$ cat src/rtl/serial_add.sv
// serial_add: bit-serial WIDTH-bit adder, one full-adder cell plus a carry flop,
// operands in and result out over valid/ready handshakes.

module add (
    input  logic a,
    input  logic b,
    input  logic c_in,
    output logic sum,
    output logic c_out
);
    assign sum   = a ^ b ^ c_in;
    assign c_out = (a & b) | (c_in & (a ^ b));
endmodule

module serial_add #(
    parameter int WIDTH = 8
) (
    input  logic             clk,
    input  logic             rst_n,
    input  logic             in_valid,
    output logic             in_ready,
    input  logic [WIDTH-1:0] a,
    input  logic [WIDTH-1:0] b,
    input  logic             c_in,
    output logic             out_valid,
    input  logic             out_ready,
    output logic [WIDTH-1:0] sum,
    output logic             c_out,
    output logic             busy
);
    localparam int CW = $clog2(WIDTH) + 1;

    typedef enum logic [1:0] {IDLE, RUN, DONE} state_t;

    state_t           state_q;
    logic [WIDTH-1:0] a_sr_q, b_sr_q, sum_sr_q, sum_q;
    logic [WIDTH-1:0] sum_sr_d;
    logic [CW-1:0]    cnt_q;
    logic             carry_q, c_out_q, in_ready_q, out_valid_q, busy_q;
    logic             cell_sum, cell_c_out;

    add u_add (
        .a     (a_sr_q[0]),
        .b     (b_sr_q[0]),
        .c_in  (carry_q),
        .sum   (cell_sum),
        .c_out (cell_c_out)
    );

    // New sum bit enters at the MSB; written as a shift so WIDTH=1 needs no special case.
    assign sum_sr_d = WIDTH'({cell_sum, sum_sr_q} >> 1);

    always_ff @(posedge clk or negedge rst_n) begin
        if (!rst_n) begin
            state_q     <= IDLE;
            a_sr_q      <= '0;
            b_sr_q      <= '0;
            sum_sr_q    <= '0;
            sum_q       <= '0;
            cnt_q       <= '0;
            carry_q     <= 1'b0;
            c_out_q     <= 1'b0;
            in_ready_q  <= 1'b1;
            out_valid_q <= 1'b0;
            busy_q      <= 1'b0;
        end else begin
            case (state_q)
                IDLE: begin
                    if (in_valid && in_ready_q) begin
                        a_sr_q     <= a;
                        b_sr_q     <= b;
                        carry_q    <= c_in;
                        cnt_q      <= '0;
                        in_ready_q <= 1'b0;
                        busy_q     <= 1'b1;
                        state_q    <= RUN;
                    end
                end
                RUN: begin
                    sum_sr_q <= sum_sr_d;
                    carry_q  <= cell_c_out;
                    a_sr_q   <= a_sr_q >> 1;
                    b_sr_q   <= b_sr_q >> 1;
                    cnt_q    <= cnt_q + CW'(1);
                    if (cnt_q == CW'(WIDTH - 1)) begin
                        sum_q       <= sum_sr_d;
                        c_out_q     <= cell_c_out;
                        out_valid_q <= 1'b1;
                        state_q     <= DONE;
                    end
                end
                DONE: begin
                    if (out_ready) begin
                        out_valid_q <= 1'b0;
                        busy_q      <= 1'b0;
                        in_ready_q  <= 1'b1;
                        state_q     <= IDLE;
                    end
                end
                default: begin
                    out_valid_q <= 1'b0;
                    busy_q      <= 1'b0;
                    in_ready_q  <= 1'b1;
                    state_q     <= IDLE;
                end
            endcase
        end
    end

    assign in_ready  = in_ready_q;
    assign out_valid = out_valid_q;
    assign sum       = sum_q;
    assign c_out     = c_out_q;
    assign busy      = busy_q;
endmodule

$ cat config.mk
export PLATFORM = sky130hd
export DESIGN_NAME = serial_add
export DESIGN_NICKNAME = d
export VERILOG_FILES = /design/src/rtl/serial_add.sv
export SDC_FILE = /design/constraint.sdc
export NUM_CORES = 1
export LEC_CHECK = 0
export ABC_AREA = 1
export CAP_MARGIN = 40
export CORE_ASPECT_RATIO = 1.5
export CORE_MARGIN = 1.5
export CORE_UTILIZATION = 49
export CTS_CLUSTER_SIZE = 20
export DETAILED_ROUTE_END_ITERATION = 7
export PLACE_DENSITY = 0.75
export SYNTH_ARGS = -nofsm -noshare
export SYNTH_HDL_FRONTEND = slang
export SYNTH_HIERARCHICAL = 1
export SYNTH_SLANG_ARGS = --single-unit
export TNS_END_PERCENT = 20
$ cat constraint.sdc
create_clock -name clk -period 3.8 [get_ports clk]
set_clock_uncertainty 0.15 [all_clocks]
set_input_delay 0.57 -clock clk [delete_from_list [all_inputs] [get_ports clk]]
set_output_delay 0.57 -clock clk [all_outputs]
set_load 0.02 [all_outputs]
# Word level (Yosys, flattened, before mapping)
# Cells that the tools add are included.
totals:
  regBits: 43
  latch_bits: 0
  ramBits: 0
  romBits: 0
  in_bits: 21
  output_inout_bits: 12
  elab_cells: 53
  memories: 0
op_classes:
  addsub: 1
  n_mul: 0
  div: 0
  order_cmp: 0
  n_eq_ne: 6
  n_shift: 0
  mux: 20
  n_bitwise: 7
  reduce_logical: 8
ops:
  columns: ["op", "n"]
  rows:
  - ["$pmux W8 S2", 2]
  - ["$mux W8", 2]
  - ["$pmux W1 S3", 3]
  - ["$reduce_and A3 Y1", 3]
  - ["$pmux W4 S2", 1]
  - ["$mux W1", 6]
  - ["$mux W2", 3]
  - ["$ne A2 B2 Y1 const B", 3]
  - ["$pmux W2 S3", 1]
  - ["$add A4 B1 Y4 const B", 1]
  - ["$eq A4 B3 Y1 const B", 1]
  - ["$mux W4", 1]
  - ["$reduce_and A2 Y1", 2]
  - ["$and A1 B1 Y1", 2]
  - ["$eq A2 B1 Y1 const B", 1]
  - ["$eq A2 B2 Y1 const B", 1]
  - ["$logic_not A2 Y1", 1]
  - ["$not A1 Y1", 2]
  - ["$pmux W1 S2", 1]
  - ["$reduce_bool A2 Y1", 1]
  - ["$xor A1 B1 Y1", 2]
  - ["$logic_and A1 B1 Y1", 1]
  - ["$or A1 B1 Y1", 1]

# Logic depth before layout (Yosys ltp)
# Gate-level depths: netlist of run 1.
logic_depth:
  depth_word: 4
  depth_mapped: 9
  ltp_nobuf: 7

# Modules after synthesis
# Netlist of run 1, hierarchy kept.
by_module_without_submodules:
  columns: ["module", "instances", "cells_per_inst", "area_per_inst_um2", "seq_area_each_um2"]
  rows:
  - ["serial_add", 1, 230, 1853.0, 1052.3]
  - ["add", 1, 1, 20.0, 0.0]

# Least setup slack after synthesis of run 1
# Ideal clock, no wire load.
synth_path:
  path_type: "register to register"
  startpoint: "reg in_ready_q, in the netlist in_ready"
  endpoint: "reg a_sr_q[0]"
  setup_time_ps: 117
  arrival_time_ps: 1272
  t_required_ps: 3533
  setup_slack_ps: 2262
  stages_incl_launch_ff: 7
  n_path_buf: 1
  synth_period_minus_slack_ps: 1538
  path_cell_list: "dfstp_2 > nand2_1 > nor2_1 > nor2_8 > buf_6 > nand2_1 > nand2_1"
synth_via:
  elab_chain_len: 3
synth_rtl:
  columns: ["item", "line", "text"]
  rows:
  - ["from (decl)", "39", "logic carry_q, c_out_q, in_ready_q, out_valid_q, busy_q;"]
  - ["from (signal assigned)", "63", "in_ready_q <= 1'b1;"]
  - ["from (signal assigned)", "74", "in_ready_q <= 1'b0;"]
  - ["from (signal assigned)", "96", "in_ready_q <= 1'b1;"]
  - ["$logic_and A1 B1 Y1", "69", "if (in_valid && in_ready_q) begin"]
  - ["$ne A2 B2 Y1 (no line)", null, null]
  - ["$reduce_and A2 Y1 (no line)", null, null]
  - ["to (signal assigned)", "82", "a_sr_q <= a_sr_q >> 1;"]
  - ["to (decl)", "36", "logic [WIDTH-1:0] a_sr_q, b_sr_q, sum_sr_q, sum_q;"]
# Every way passes these cells.
# A chain may end at the register's enable or synchronous reset.

# Worst setup path after layout of run 1
layout_path:
  startpoint: "reg in_ready_q, in the netlist in_ready"
  endpoint: "out in_ready"
layout_lines:
  columns: ["item", "line", "text"]
  rows:
  - ["to (decl)", "21", "output logic in_ready,"]
# No word-level cell between the ends.

==> results of run 1 <==
-- worst register-to-register path, stage by stage, from the launching register on --
cell	delay (ns)
dfrtp_1	0.43
inv_2	0.09
nand2_4	0.20
inv_2	0.39
nand2_2	0.29
o21ai_0	0.24
-- final cells by class --
class / count / area (um2) / share of cell area (%)
flip-flops and latches: 42 / 1050 / 45.3
multi-input cells: 164 / 703 / 30.2
repair buffers: 33 / 335 / 14.4
clock buffers: 7 / 86.3 / 3.71
inverters: 17 / 63.8 / 2.74
well taps: 43 / 53.8 / 2.31
clock inverters: 1 / 30.0 / 1.29
-- logic make-up (layout without fill, tap and decap cells) --
logic type / count (synthesis) / after routing / share of synthesized area (%)
compound gates: 23 / 23 / 6.15
fa+ha+maj: 2 / 2 / 1.74
buf+inv: 25 / 58 / 6.28
flops: 42 / 42 / 56.2
simple gates: 139 / 139 / 29.7
-- worst max path at each step --
| stage | startpoint | end | cells after the start |
|---|---|---|---|
| 6_report | in_ready | in_ready | 1 |
| 3_5_place_dp | in_valid | a_sr_q[7] | 6 |
| 5_1_grt | in_ready | in_ready | 1 |
| 2_1_floorplan | in_ready | a_sr_q[0] | 6 |
| 4_1_cts | in_ready | in_ready | 1 |
| 3_3_place_gp | in_valid | a_sr_q[7] | 6 |
-- stage by stage --
step | worst slack [ns] | hold slack [ns] | instance area (um2) | cells | util [%]
3_5_place_dp | 1.64 | 0.310 | 2210 | 299 | 60.0
2_1_floorplan | 2.26 | 0.124 | 1870 | 231 | -
3_3_place_gp | 1.70 | 0.305 | 2190 | 298 | 59.4
6_report | 1.65 | 0.0124 | 2320 | 307 | 63.1
5_1_grt | 1.61 | 0.0233 | 2320 | 307 | 63.1
4_1_cts | 1.64 | 0.0234 | 2320 | 307 | 63.1
-- routing by layer --
metal / vias to the layer above / track usage, % / wire length, um
met2: 42 / 32.3 / 1630
met3: 4 / 5.45 / 147
met4: 0 / 6.41 / 39
met1: 679 / 23.5 / 1550
li1: 765 / - / -
met5: - / 0 / 0
-- registers in the layout, indices dropped and copies added, names as in the netlist --
| signal | cells |
|---|---|
| a_sr_q | 8 |
| sum_sr_q | 7 |
| b_sr_q | 8 |
| carry_q | 1 |
| sum | 8 |
| busy | 1 |
| cnt_q | 4 |
| out_valid | 1 |
| in_ready | 1 |
| state_q | 2 |
| c_out | 1 |
-- power by group --
group          switching [mW]  internal, mW
clock network           0.148         0.214
registers               0.108         0.633
logic                   0.450         0.278
total                   0.706          1.12
-- cells in the mapped netlist --
| library cell | n | area (um2) |
|---|---|---|
| a21oi_1 | 2 | 10.0 |
| buf_2 | 4 | 20.0 |
| inv_2 | 2 | 7.51 |
| inv_1 | 15 | 56.3 |
| nand2_2 | 1 | 6.26 |
| dfrtp_1 | 41 | 1030 |
| ha_1 | 1 | 12.5 |
| buf_6 | 2 | 22.5 |
| nor2_8 | 1 | 20.0 |
| nand3_1 | 6 | 30.0 |
| o21ai_0 | 21 | 105 |
| fa_1 | 1 | 20.0 |
| nand2_1 | 124 | 465 |
| nor2_1 | 6 | 22.5 |
| clkbuf_1 | 1 | 3.75 |
| nand2_4 | 1 | 11.3 |
| buf_4 | 1 | 7.51 |
| dfstp_2 | 1 | 26.3 |
==> key figures, run 1 <==
Yosys
  – Cell variety after synth: 18
  – Syn Inst Count: roughly 230
  – Post-synthesis register bit count: 42
  – Mean Syn Cell Area: 8.11 um2
  – Seq/Total Area, Yosys: between 50% and 60%
  – Yosys warning count: 6
  – Synth Cell Area: ~0.0019 mm2
  – Net Count, Synth: approximately 250

Worst setup path
  – R2r endpoint: sum[1]
  – Crit path required time: between 3 and 4 ns
  – Critical Path Sink Type: output pin
  – Crit path kind: flop to output pin
  – Slowest Stage Delay on Critical Path: roughly 0.60 ns
  – CP Data Arrival Time: 1.43 ns
  – Worst r2r src: state_q[1]
  – Startpoint types: flop
  – WP buf/inv: 1
  – Delay-heaviest family, CP: buffers and inverters
  – Path depth of the worst reg2reg path: 5
  – Slowest cell on crit path: clkdlybuf4s50_1
  – R2r setup slk: around 1.9 ns
  – Max FO, Critical Path: 3
  – Critical path, cell by cell: clkdlybuf4s50_1

Timing
  – Slew Limit Headroom: between 60% and 70%
  – FMAX: 465 MHz
  – Final number of hold-violating endpoints: 0
  – Setup TNS: 0 ns
  – Final setup fails: 0
  – Min cycle time layout: about 2.2 ns
  – Fin crit share: about 57%
  – RSZ-0062 raised after global routing: false
  – Slew @ Worst Pin: 0.538 ns
  – Max Slew Vio Count: 0

Power and ir drop
  – Max IR drop VDD: around 430 uV
  – Pwr/cell area: ~800 mW/mm2
  – LEAKAGE: between 1 and 1.5 nW
  – Power Total: around 1.8 mW

Clock tree
  – Root Driver: clkbuf_8
  – CTS buffer count: 5
  – CTS Sinks: 42
  – Worst skew pair latency: around 0.29 ns
  – CTS Hold Bufs: 0
  – Worst-case clock buffer depth: 2
  – CTS clk-pin slew, worst paths: around 0.08 ns
  – H-tree depth: 2
  – CTS tree: yes
  – Postcts setup bufs: 0
  – Post-CTS sizing: 0

Die
  – Row cnt: 27
  – Die height: about 79 um
  – Die area: 0.00421 mm2
  – I/O pin count: 33
  – Initial Util: ~51%
  – Chip Width: 53.5 um
  – Core area: approximately 0.0037 mm2

Global route
  – Initial antenna violation count: 0
  – Vias in the first global route: roughly 1,400
  – Largest net degree at the start of global routing: 37
  – All-Layer GR Usage: between 10% and 20%
  – Global-route wire length before repair: 6.09 mm
  – Overflow after GRT: 0

Place
  – DP Wirelength: roughly 2.3 mm
  – Buffers on Ports: 32
  – Gpl congestion: around 0.72

Run
  – # Max-Cap Violations: 0

Route
  – Via density: slightly below 5
  – Via count: 1,490
  – Wire length per cell: 10.9 um
  – Post-Route WL: 3.36 mm
  – Number of detailed-route iterations in the first pass: 4
  – Number of nets with antenna violations after routing: 0
  – DRC: 0
  – Number of DRC markers in iteration 0: 30

Layout
  – Filler cells: between 300 and 400
  – Commonest non-fill, non-tap cell in the layout: nand2_1
  – P&R area growth vs syn: 24.1%
  – Nets: 286
  – ANT cells: 0
  – Ratio of cells with drive above 1 in the final layout: ~5.7%
  – Commonest cells after routing, fill and taps aside: nand2_1, dfrtp_1, clkdlybuf4s50_1

Min path
  – Worst hold path type: primary input to async pin

Status
  – Status: finished clean
(Power assumes the default switching activity.)
==> run 2: changes to the inputs <==
Settings changed: CORE_UTILIZATION 49 to 47.
Clock period 3.8 ns to 1.8 ns, I/O delays scaled along.
==> key figures, run 2 (synthesis gave the netlist of run 1 again) <==
Clock tree
  – Root Driver: clkbuf_8
  – CTS tree: yes
  – Worst skew pair latency: 0.29 ns (about the same)
  – CTS Sinks: 42 (unchanged)
  – Postcts setup bufs: 0 (unchanged)
  – Worst-case clock buffer depth: 2 (unchanged)
  – CTS clk-pin slew, worst paths: 0.08 ns (about the same)
  – CTS buffer count: 5 (unchanged)
  – H-tree depth: 2 (unchanged)

Run
  – # Max-Cap Violations: 0 (unchanged)

Global route
  – Initial antenna violation count: 0 (unchanged)
  – Largest net degree at the start of global routing: 43 (+16%)
  – Overflow after GRT: 0 (unchanged)
  – Vias in the first global route: 1,415 (-0.77%)
  – All-Layer GR Usage: 18.3% (-1.0 points)
  – Global-route wire length before repair: 5.82 mm (-4.4%)

Place
  – DP Cell Count: 303 (+1.3%)
  – Place WS: 0.162 ns (-1.48 ns)
  – DP Wirelength: 2.26 mm (about the same)
  – Area after DPL: 0.00224 mm2 (+1.4%)
  – Buffers on Ports: 32 (unchanged)
  – Gpl congestion: 0.746 (+3.0%)

Route
  – Number of nets with antenna violations after routing: 0 (unchanged)
  – Via density: 4.79 (-1.3%)
  – Via count: 1,494 (+0.27%)
  – Number of DRC markers in iteration 0: 44 (+47%)
  – Post-Route WL: 3.29 mm (-2.2%)
  – Wire length per cell: 10.5 um (-3.8%)
  – DRC: 0 (unchanged)
  – Number of detailed-route iterations in the first pass: 4 (unchanged)

Status
  – Status: finished clean

Die
  – Chip Width: 54.5 um (+2.0%)
  – Die area: 0.00438 mm2 (+4.1%)
  – Initial Util: 49.9% (-0.92 points)
  – I/O pin count: 33 (unchanged)
  – Row cnt: 27 (unchanged)
  – Die height: 80.3 um (+2.0%)
  – Core area: 0.00375 mm2 (+1.8%)

Worst setup path
  – Startpoint types: flop
  – Worst r2r src: state_q[1]
  – Slowest Stage Delay on Critical Path: 0.60 ns (about the same)
  – Slowest cell on crit path: clkdlybuf4s50_1
  – Path depth of the worst reg2reg path: 6 (+1)
  – Crit path required time: 1.38 ns (-1.70 ns)
  – Delay-heaviest family, CP: buffers and inverters
  – R2r setup slk: 0.23 ns (-1.69 ns)
  – Max FO, Critical Path: 2 (-1)
  – CP Data Arrival Time: 1.25 ns (-0.18 ns)
  – Crit path kind: flop to output pin
  – Critical path, cell by cell: clkdlybuf4s50_1
  – R2r endpoint: a_sr_q[7]
  – Critical Path Sink Type: output pin
  – WP buf/inv: 1 (unchanged)

Layout
  – Commonest non-fill, non-tap cell in the layout: nand2_1
  – Commonest cells after routing, fill and taps aside: nand2_1, dfrtp_1, clkdlybuf4s50_1
  – ANT cells: 0 (unchanged)
  – Non-Filler Instances: 312 (+1.6%)
  – Filler cells: 339 (+4.3%)
  – Ratio of cells with drive above 1 in the final layout: 7.06% (+1.4 points)
  – Post-Layout Inst Area: 0.00233 mm2 (+0.22%)
  – P&R area growth vs syn: 24.4%
  – Nets: 291 (+1.7%)
  – Multi-input combinational cell area: 703 um2 (unchanged)
  – Register Area: 0.00105 mm2 (unchanged)

Timing
  – FMAX: approximately 600 MHz
  – Setup TNS: 0 ns (unchanged)
  – RSZ-0062 raised after global routing: false
  – Max Slew Vio Count: 0 (unchanged)
  – Fin crit share: between 90% and 100%
  – Slew Limit Headroom: 80.1% (+16 points)
  – Final number of hold-violating endpoints: 0 (unchanged)
  – Min cycle time layout: ~1.7 ns
  – Worst setup margin: 0.125 ns (-1.52 ns)
  – Final setup fails: 0 (unchanged)
  – Slew @ Worst Pin: 0.297 ns (-0.241 ns)

Power and ir drop
  – LEAKAGE: 1.23 nW (+1.2%)
  – Max IR drop VDD: 1070 uV (+150%)
  – Pwr/cell area: 1600 mW/mm2 (+100%)

Min path
  – Worst hold path type: primary input to async pin
-- run 2: changes by cell type in the layout (fill, tap and decap cells not counted), sizes merged --
cell,before,now
buf,2,6
clkbuf,7,6
dlygate4sd2,0,1
bufinv,1,0
dlygate4sd3,0,1
clkinv,0,2
clkdlybuf4s50,31,30
-- run 2: worst max-delay path by stage --
stage	start	to	slack, ns	depth (start not counted)
after detailed placement	in_valid	a_sr_q[7]	0.16	7
after floorplan	in_ready	a_sr_q[0]	0.26	6
after CTS	sum[6]	sum[6]	0.11	1
after global routing	cnt_q[0]	sum[7]	0.01	6
final	sum[6]	sum[6]	0.13	1
after global placement	in_valid	a_sr_q[2]	0.21	7
-- run 2: final cells by class --
cell class              count  area share (%)
clock buffers               6            3.11
flip-flops and latches     42            45.2
well taps                  43            2.31
inverters                  17            2.74
repair buffers             38            16.1
clock inverters             2           0.430
multi-input cells         164            30.2
-- run 2: metal layers --
layer	vias to the layer above	share of wire, %	global-route usage, %
li1	777	-	-
met1	682	47	22.0
met2	31	48	30.1
met3	4	3.1	4.46
met4	0	1.8	8.25
met5	-	0	0
-- run 2: stage by stage --
step / total power [mW] / hold slack, ns / util (%)
after global placement: 3.13 / 0.115 / 59.7
after detailed placement: 3.18 / 0.110 / 59.7
final: 3.72 / 0.317 / 62.1
after CTS: 3.77 / 0.325 / 62.1
after floorplan: 2.70 / -0.176 / -
after global routing: 4.08 / 0.344 / 62.1
-- run 2: power breakdown --
part | switching, mW | internal, mW | total [mW]
combinational | 0.950 | 0.632 | 1.58
sequential | 0.222 | 1.34 | 1.56
clock | 0.313 | 0.269 | 0.582
total | 1.48 | 2.24 | 3.72
-- run 2: repair_timing --
| action | CTS | global route |
|---|---|---|
| hold buffers | 1 | 0 |
| setup endpoints to repair | 1 | 0 |
| hold endpoints to repair | 41 | 0 |
| gates resized for setup | 1 | 0 |
-- run 2: tightest hold or removal path, cell delays in order --
cell and delay [ns]:
dlygate4sd3_1 0.52, buf_2 0.12, buf_12 0.23
